===== src/rtl/bad_block_table_ctrl_pkg.sv =====
// bad_block_table_ctrl_pkg: FSM states and default parameters shared by the bad-block table and NAND command FSM
package bad_block_table_ctrl_pkg;
  localparam int BBT_ROW_W   = 24;
  localparam int BBT_BLK_LSB = 7;
  localparam int BBT_BLK_W   = 12;
  localparam int BBT_QDEPTH  = 4;
  localparam int BBT_SETTLE  = 2;
  localparam int BBT_MAX_BAD = 80;
  typedef enum logic [2:0] {IDLE, INIT, M_ADDR, M_CHK, M_WR, Q_RD, Q_CHK} bbt_state_e;
endpackage


===== src/rtl/bad_block_table_ctrl_req_fifo.sv =====
// bbt_req_fifo: synchronous FIFO with full/empty flags; a pop frees its slot for a push in the same cycle
module bbt_req_fifo
  import bad_block_table_ctrl_pkg::*;
#(
  parameter int W     = BBT_BLK_W,
  parameter int DEPTH = BBT_QDEPTH
) (
  input  logic         clk,
  input  logic         rst_n,
  input  logic         push_i,
  input  logic [W-1:0] din_i,
  input  logic         pop_i,
  output logic [W-1:0] dout_o,
  output logic         full_o,
  output logic         empty_o
);
  localparam int AW = $clog2(DEPTH);
  logic [W-1:0] mem_q [DEPTH];
  logic [AW:0]  wp_q, wp_d, rp_q, rp_d;
  logic         do_push, do_pop;
  assign empty_o = wp_q == rp_q;
  assign full_o  = (wp_q[AW] != rp_q[AW]) && (wp_q[AW-1:0] == rp_q[AW-1:0]);
  assign do_pop  = pop_i && !empty_o;
  assign do_push = push_i && (!full_o || do_pop);
  assign dout_o  = mem_q[rp_q[AW-1:0]];
  assign wp_d    = wp_q + (AW+1)'(do_push);
  assign rp_d    = rp_q + (AW+1)'(do_pop);
  // pointers carry one extra wrap bit so full and empty are distinguishable
  always_ff @(posedge clk or negedge rst_n) begin
    if (!rst_n) begin
      wp_q <= '0;
      rp_q <= '0;
    end else begin
      wp_q <= wp_d;
      rp_q <= rp_d;
    end
  end
  // storage is unreset; only entries between the pointers are ever read
  always_ff @(posedge clk) begin
    if (do_push) mem_q[wp_q[AW-1:0]] <= din_i;
  end
endmodule


===== src/rtl/bad_block_table_ctrl.sv =====
// bad_block_table_ctrl: queues mark-bad requests, read-before-write into the bitmap RAM, queries, clear sweep, bad count
module bad_block_table_ctrl
  import bad_block_table_ctrl_pkg::*;
#(
  parameter int ROW_W   = BBT_ROW_W,
  parameter int BLK_LSB = BBT_BLK_LSB,
  parameter int BLK_W   = BBT_BLK_W,
  parameter int QDEPTH  = BBT_QDEPTH,
  parameter int SETTLE  = BBT_SETTLE,
  parameter int MAX_BAD = BBT_MAX_BAD
) (
  input  logic             clk,
  input  logic             rst,
  input  logic             mark_valid,
  output logic             mark_ready,
  input  logic [ROW_W-1:0] mark_row,
  input  logic             query_valid,
  output logic             query_ready,
  input  logic [BLK_W-1:0] query_blk,
  output logic             query_done,
  output logic             query_bad,
  input  logic             init_start,
  output logic [BLK_W-1:0] ram_addr,
  output logic             ram_we,
  output logic             ram_din,
  input  logic             ram_dout,
  output logic             end_bad_block_renew,
  output logic             en_bad_block_renew_transfer,
  output logic [BLK_W:0]   bad_count,
  output logic             bad_limit,
  output logic             busy
);
  localparam logic [BLK_W:0]   CNT_SAT     = {1'b1, {BLK_W{1'b0}}};
  localparam logic [BLK_W:0]   LIMIT       = (BLK_W+1)'(MAX_BAD);
  localparam logic [BLK_W-1:0] SETTLE_LAST = BLK_W'(SETTLE - 1);
  bbt_state_e       state_q, state_d;
  logic [BLK_W-1:0] cyc_q, cyc_d, mblk_q, qblk_q, mblk, fifo_dout;
  logic [BLK_W:0]   cnt_q, cnt_d;
  logic             qbad_q, end_q, limit_q, fifo_full, fifo_empty, pop, row_unused;
  bbt_req_fifo #(.W(BLK_W), .DEPTH(QDEPTH)) u_fifo (
    .clk     (clk),
    .rst_n   (rst),
    .push_i  (mark_valid),
    .din_i   (mark_row[BLK_LSB +: BLK_W]),
    .pop_i   (pop),
    .dout_o  (fifo_dout),
    .full_o  (fifo_full),
    .empty_o (fifo_empty)
  );
  assign row_unused  = ^mark_row;
  assign pop         = state_q == M_ADDR && cyc_q == '0;
  assign mblk        = pop ? fifo_dout : mblk_q;
  assign cyc_d       = state_d != state_q ? '0 : cyc_q + 1'b1;
  assign cnt_d       = state_q == IDLE && state_d == INIT ? '0 :
                       state_q == M_WR && cnt_q != CNT_SAT ? cnt_q + 1'b1 : cnt_q;
  assign mark_ready  = !fifo_full || pop;
  assign query_ready = state_q == IDLE && fifo_empty && !init_start;
  assign query_done  = state_q == Q_CHK;
  assign query_bad   = state_q == Q_CHK ? ram_dout : qbad_q;
  assign end_bad_block_renew         = end_q;
  assign en_bad_block_renew_transfer = state_q == M_WR;
  assign bad_count   = cnt_q;
  assign bad_limit   = limit_q;
  assign busy        = state_q != IDLE || !fifo_empty;
  // next state and RAM drive; cyc_q is the INIT address and the settle timer
  always_comb begin
    state_d  = state_q;
    ram_addr = '0;
    ram_we   = 1'b0;
    ram_din  = 1'b0;
    case (state_q)
      IDLE: state_d = init_start ? INIT : !fifo_empty ? M_ADDR : query_valid ? Q_RD : IDLE;
      INIT: begin
        state_d  = &cyc_q ? IDLE : INIT;
        ram_addr = cyc_q;
        ram_we   = 1'b1;
      end
      M_ADDR: begin
        state_d  = cyc_q == SETTLE_LAST ? M_CHK : M_ADDR;
        ram_addr = mblk;
      end
      M_CHK: begin
        state_d  = ram_dout ? IDLE : M_WR;
        ram_addr = mblk_q;
      end
      M_WR: begin
        state_d  = IDLE;
        ram_addr = mblk_q;
        ram_we   = 1'b1;
        ram_din  = 1'b1;
      end
      Q_RD: begin
        state_d  = cyc_q == SETTLE_LAST ? Q_CHK : Q_RD;
        ram_addr = qblk_q;
      end
      Q_CHK: begin
        state_d  = IDLE;
        ram_addr = qblk_q;
      end
      default: state_d = IDLE;
    endcase
  end
  // state, latched block indices, completion pulse, count and registered limit compare
  always_ff @(posedge clk or negedge rst) begin
    if (!rst) begin
      state_q <= IDLE;
      cyc_q   <= '0;
      mblk_q  <= '0;
      qblk_q  <= '0;
      qbad_q  <= 1'b0;
      end_q   <= 1'b0;
      cnt_q   <= '0;
      limit_q <= 1'b0;
    end else begin
      state_q <= state_d;
      cyc_q   <= cyc_d;
      mblk_q  <= mblk;
      qblk_q  <= state_q == IDLE && state_d == Q_RD ? query_blk : qblk_q;
      qbad_q  <= state_q == Q_CHK ? ram_dout : qbad_q;
      end_q   <= (state_q == M_CHK && ram_dout) || state_q == M_WR;
      cnt_q   <= cnt_d;
      limit_q <= cnt_q >= LIMIT;
    end
  end
endmodule


===== config.mk =====
export PLATFORM = sky130hd
export DESIGN_NAME = bad_block_table_ctrl
export DESIGN_NICKNAME = d
export VERILOG_FILES = /design/src/rtl/bad_block_table_ctrl_pkg.sv /design/src/rtl/bad_block_table_ctrl_req_fifo.sv /design/src/rtl/bad_block_table_ctrl.sv
export SDC_FILE = /design/constraint.sdc
export NUM_CORES = 1
export LEC_CHECK = 0
export CAP_MARGIN = 20
export CORE_MARGIN = 2
export CORE_UTILIZATION = 52
export DETAILED_ROUTE_END_ITERATION = 6
export GPL_ROUTABILITY_DRIVEN = 0
export PLACE_DENSITY = 0.77
export SYNTH_ARGS = -nofsm -noshare
export SYNTH_HDL_FRONTEND = slang
export SYNTH_SLANG_ARGS = --single-unit

===== constraint.sdc =====
create_clock -name clk -period 3.35 [get_ports clk]
set_input_delay 0.67 -clock clk [delete_from_list [all_inputs] [get_ports clk]]
set_output_delay 0.67 -clock clk [all_outputs]
set_load 0.005 [all_outputs]

==> out/summary.txt <==
CP max stage cell = dfrtp_1
Maximum VDD drop = 0.4261 mV
Placed Cells = 614
Avg Cell Area, Syn = 12.57 um^2
Critical path class = reg -> out
Predominant post-synthesis flop cell = dfrtp_1
GR Overflow Total = 0
Post-Syn Area = 5318 um^2
CP max stage delay = 0.50 ns
Worst slew margin = 0.3932
Row count = 36
Hold Buf Count CTS = 0
Slew @ Worst Pin = 0.9102 ns
Share of the clock period used by the worst path = 0.9781
Crit. End Element = output port
Nets@finish = 547
YS warnings = 0
Layout cells sized above 1 = 0.1776
Chip height = 105.1 um
Count leader, synth = dfrtp_1
Final ANT Viol Nets = 0
Port-buffer cells = 64
Min cycle time layout = 3.277 ns
First-pass GRT wire length = 18.33 mm
Critical Path Source Type = flip-flop
Outcome = finished clean
Max cap viols = 0
Synth cell count leaders = 61 x dfrtp_1, 48 x edfxtp_1, 42 x nor2_1
Fmax = 305.2 MHz
Remaining DRCs = 0
Data arrival time of the worst path = 2.61 ns
CTS tree = built
Initial antenna violation count = 0
Worst-skew pair later-pin latency = 0.38 ns
Initial cell density of the core = 0.5391
Root Buffer = clkbuf_8
PnR worst setup slack = 0.07348 ns
Leakage = 0.002597 uW
Final std cells w/o fill = 634
Sequential-to-total area share from yosys stat = 0.5581
Routed via count = 3647
Ys async rst share = 0.5596
Diode count = 0
DRT iter0 DRCs = 235
CTS clock-pin slew for the worst setup and hold paths = 0.11 ns
Fin. max-slew vios = 0
CTS Buf Count = 9
GRT Util Overall = 0.2094
# IOs = 77
Top post-synthesis cells by area = dfrtp_1 29%, edfxtp_1 27%, mux2_4 5.4%, mux4_2 5.1%, nor2_1 3.0%
Hpwl dp = 7.845 mm
Largest net degree at the start of global routing = 43
Clock Sinks = 109
Hold WC Path Type = in -> async
Clk_skew = 0.008304 ns
CP Cell Sequence = nor4_4 > nand4_2 > buf_12 > mux2_4 > a21o_1 > clkdlybuf4s50_1
Required time of the critical path = 2.68 ns
Yosys top cell area share = 0.2871
Worst reg-to-reg path cell count = 6
Die area = 11050 um^2
Post-Synthesis Cells = 423
Die W = 105.1 um
Htree depth = 3
Leading area contributor after synthesis = dfrtp_1
Number of synthesized flops with an enable pin = 48
Final setup fails = 0
Hold Fails Final Rpt = 0
Yosys reg bits = 109
Syn Nets = 474
Synth cell types = 50
Core box area = 9864 um^2
DR pass1 iterations = 4
Vias/cell = 5.752
Vias in the first global route = 3605
Routed length per instance = 17.52 um
Cell area power density = 793.1 nW/um^2
Clock Tree Buf Depth = 2
Max FO, Critical Path = 13
DRT Wirelength = 11.11 mm
Area grow syn2layout = 20.45%
Dpl ws = 0.3387 ns
-- final cells by class --
cell class                 instances  area (um^2)
multi-input combinational        276         2205
clock buffer                       9        123.9
fill                             754         3460
sequential                       109         2969
timing repair buffer              83        790.8
clock inverter                     7        86.33
inverter                          17        63.81
tap                              133        166.4
-- metal layers --
metal / up-vias / share of wire / GRT usage
met2: 130 / 0.49 / 0.3437
met5: - / 0 / 0
met1: 1803 / 0.45 / 0.2853
met3: 14 / 0.050 / 0.04492
met4: 0 / 0.014 / 0.05333
li1: 1700 / - / -
-- cells by family (layout without fill, tap and decap cells) --
family / after synthesis / in the layout / synth area share
AND/OR/NAND/NOR: 123 / 123 / 0.1261
flip-flops: 109 / 109 / 0.5581
AO/OA/AOI/OAI: 81 / 81 / 0.1007
multiplexers: 41 / 41 / 0.1249
buffers and inverters: 38 / 116 / 0.03270
XOR/XNOR: 22 / 22 / 0.03624
adder cells (fa/ha/maj): 9 / 9 / 0.02118
-- placed cells by master (no fill, tap or decap), types with 3 or more instances in the layout --
cell	Yosys	routed
o21ai_0	16	16
nand3_1	11	11
ha_1	9	9
mux2_2	7	7
xnor2_1	15	15
inv_8	0	4
nand4_1	5	5
a21oi_1	26	26
nor2b_1	4	4
mux2i_1	3	3
xor2_1	7	7
clkdlybuf4s50_1	0	63
buf_4	2	18
mux2_4	19	19
edfxtp_1	48	48
o211ai_1	3	3
nand2_1	24	24
mux4_2	12	12
nor3b_1	5	4
nor3_1	5	5
dfrtp_1	61	60
inv_1	17	17
nor3b_4	3	4
nor4_1	3	3
clkbuf_8	0	9
a21o_1	13	13
nor2_1	42	42
and2_1	4	4
a221oi_1	12	12
-- worst paths after layout --
kind | slack, ns | from | to
min in group clk | 0.49 | u_fifo.wp_q[2]$_DFF_PN0_ | u_fifo.wp_q[2]$_DFF_PN0_
worst min-delay path | 0.41 | rst | bad_count[6]$_DFFE_PN0P_
worst min register to register | 0.49 | u_fifo.wp_q[2]$_DFF_PN0_ | u_fifo.wp_q[2]$_DFF_PN0_
worst max register to register | 0.76 | u_fifo.rp_q[1]$_DFF_PN0_ | u_fifo.mem_q[3][3]$_DFFE_PP_
worst max-delay path | 0.07 | cyc_q[8]$_DFF_PN0_ | ram_addr[7]
max in group asynchronous | 2.23 | rst | cyc_q[9]$_DFF_PN0_
-- state kept, by name (all words and copies together) (netlist names) --
| register | count |
|---|---|
| u_fifo.rp_q | 3 |
| bad_count | 13 |
| bad_limit | 1 |
| cyc_q | 12 |
| mblk_q | 12 |
| qblk_q | 12 |
| u_fifo.mem_q | 48 |
| qbad_q | 1 |
| end_bad_block_renew | 1 |
| state_q | 3 |
| u_fifo.wp_q | 3 |
-- critical path, delay by kind of cell, from the launching register on --
kind,cells,cell delay [ns]
buffers and inverters,2,0.67
AND/OR/NAND/NOR,2,0.58
flip-flops,1,0.50
multiplexers,1,0.30
AO/OA/AOI/OAI,1,0.19
-- timing repair --
action | 4_1_cts | 5_1_grt
resized for setup | 1 | 7
pin swaps | 0 | 0
setup buffers | 0 | 4
setup endpoints to repair | 12 | 12
-- power breakdown --
group          switching, uW  total (uW)  leakage, uW  internal [uW]
clock                    508         820     0.000108            312
combinational           1070        2230      0.00126           1160
sequential               268        2030      0.00123           1770
-- through the flow --
stage	hold slack [ns]	total power [uW]	TNS, ns	area, um^2	utilization
2_1_floorplan	0.3744	3438	0	5318	-
3_3_place_gp	0.4749	4151	0	6122	0.6206
3_5_place_dp	0.4781	4224	0	6122	0.6206
4_1_cts	0.4318	5055	0	6337	0.6424
5_1_grt	0.4805	5404	-0.1775	6405	0.6493
6_report	0.4131	5080	0	6405	0.6493
(Power assumes the default switching activity.)
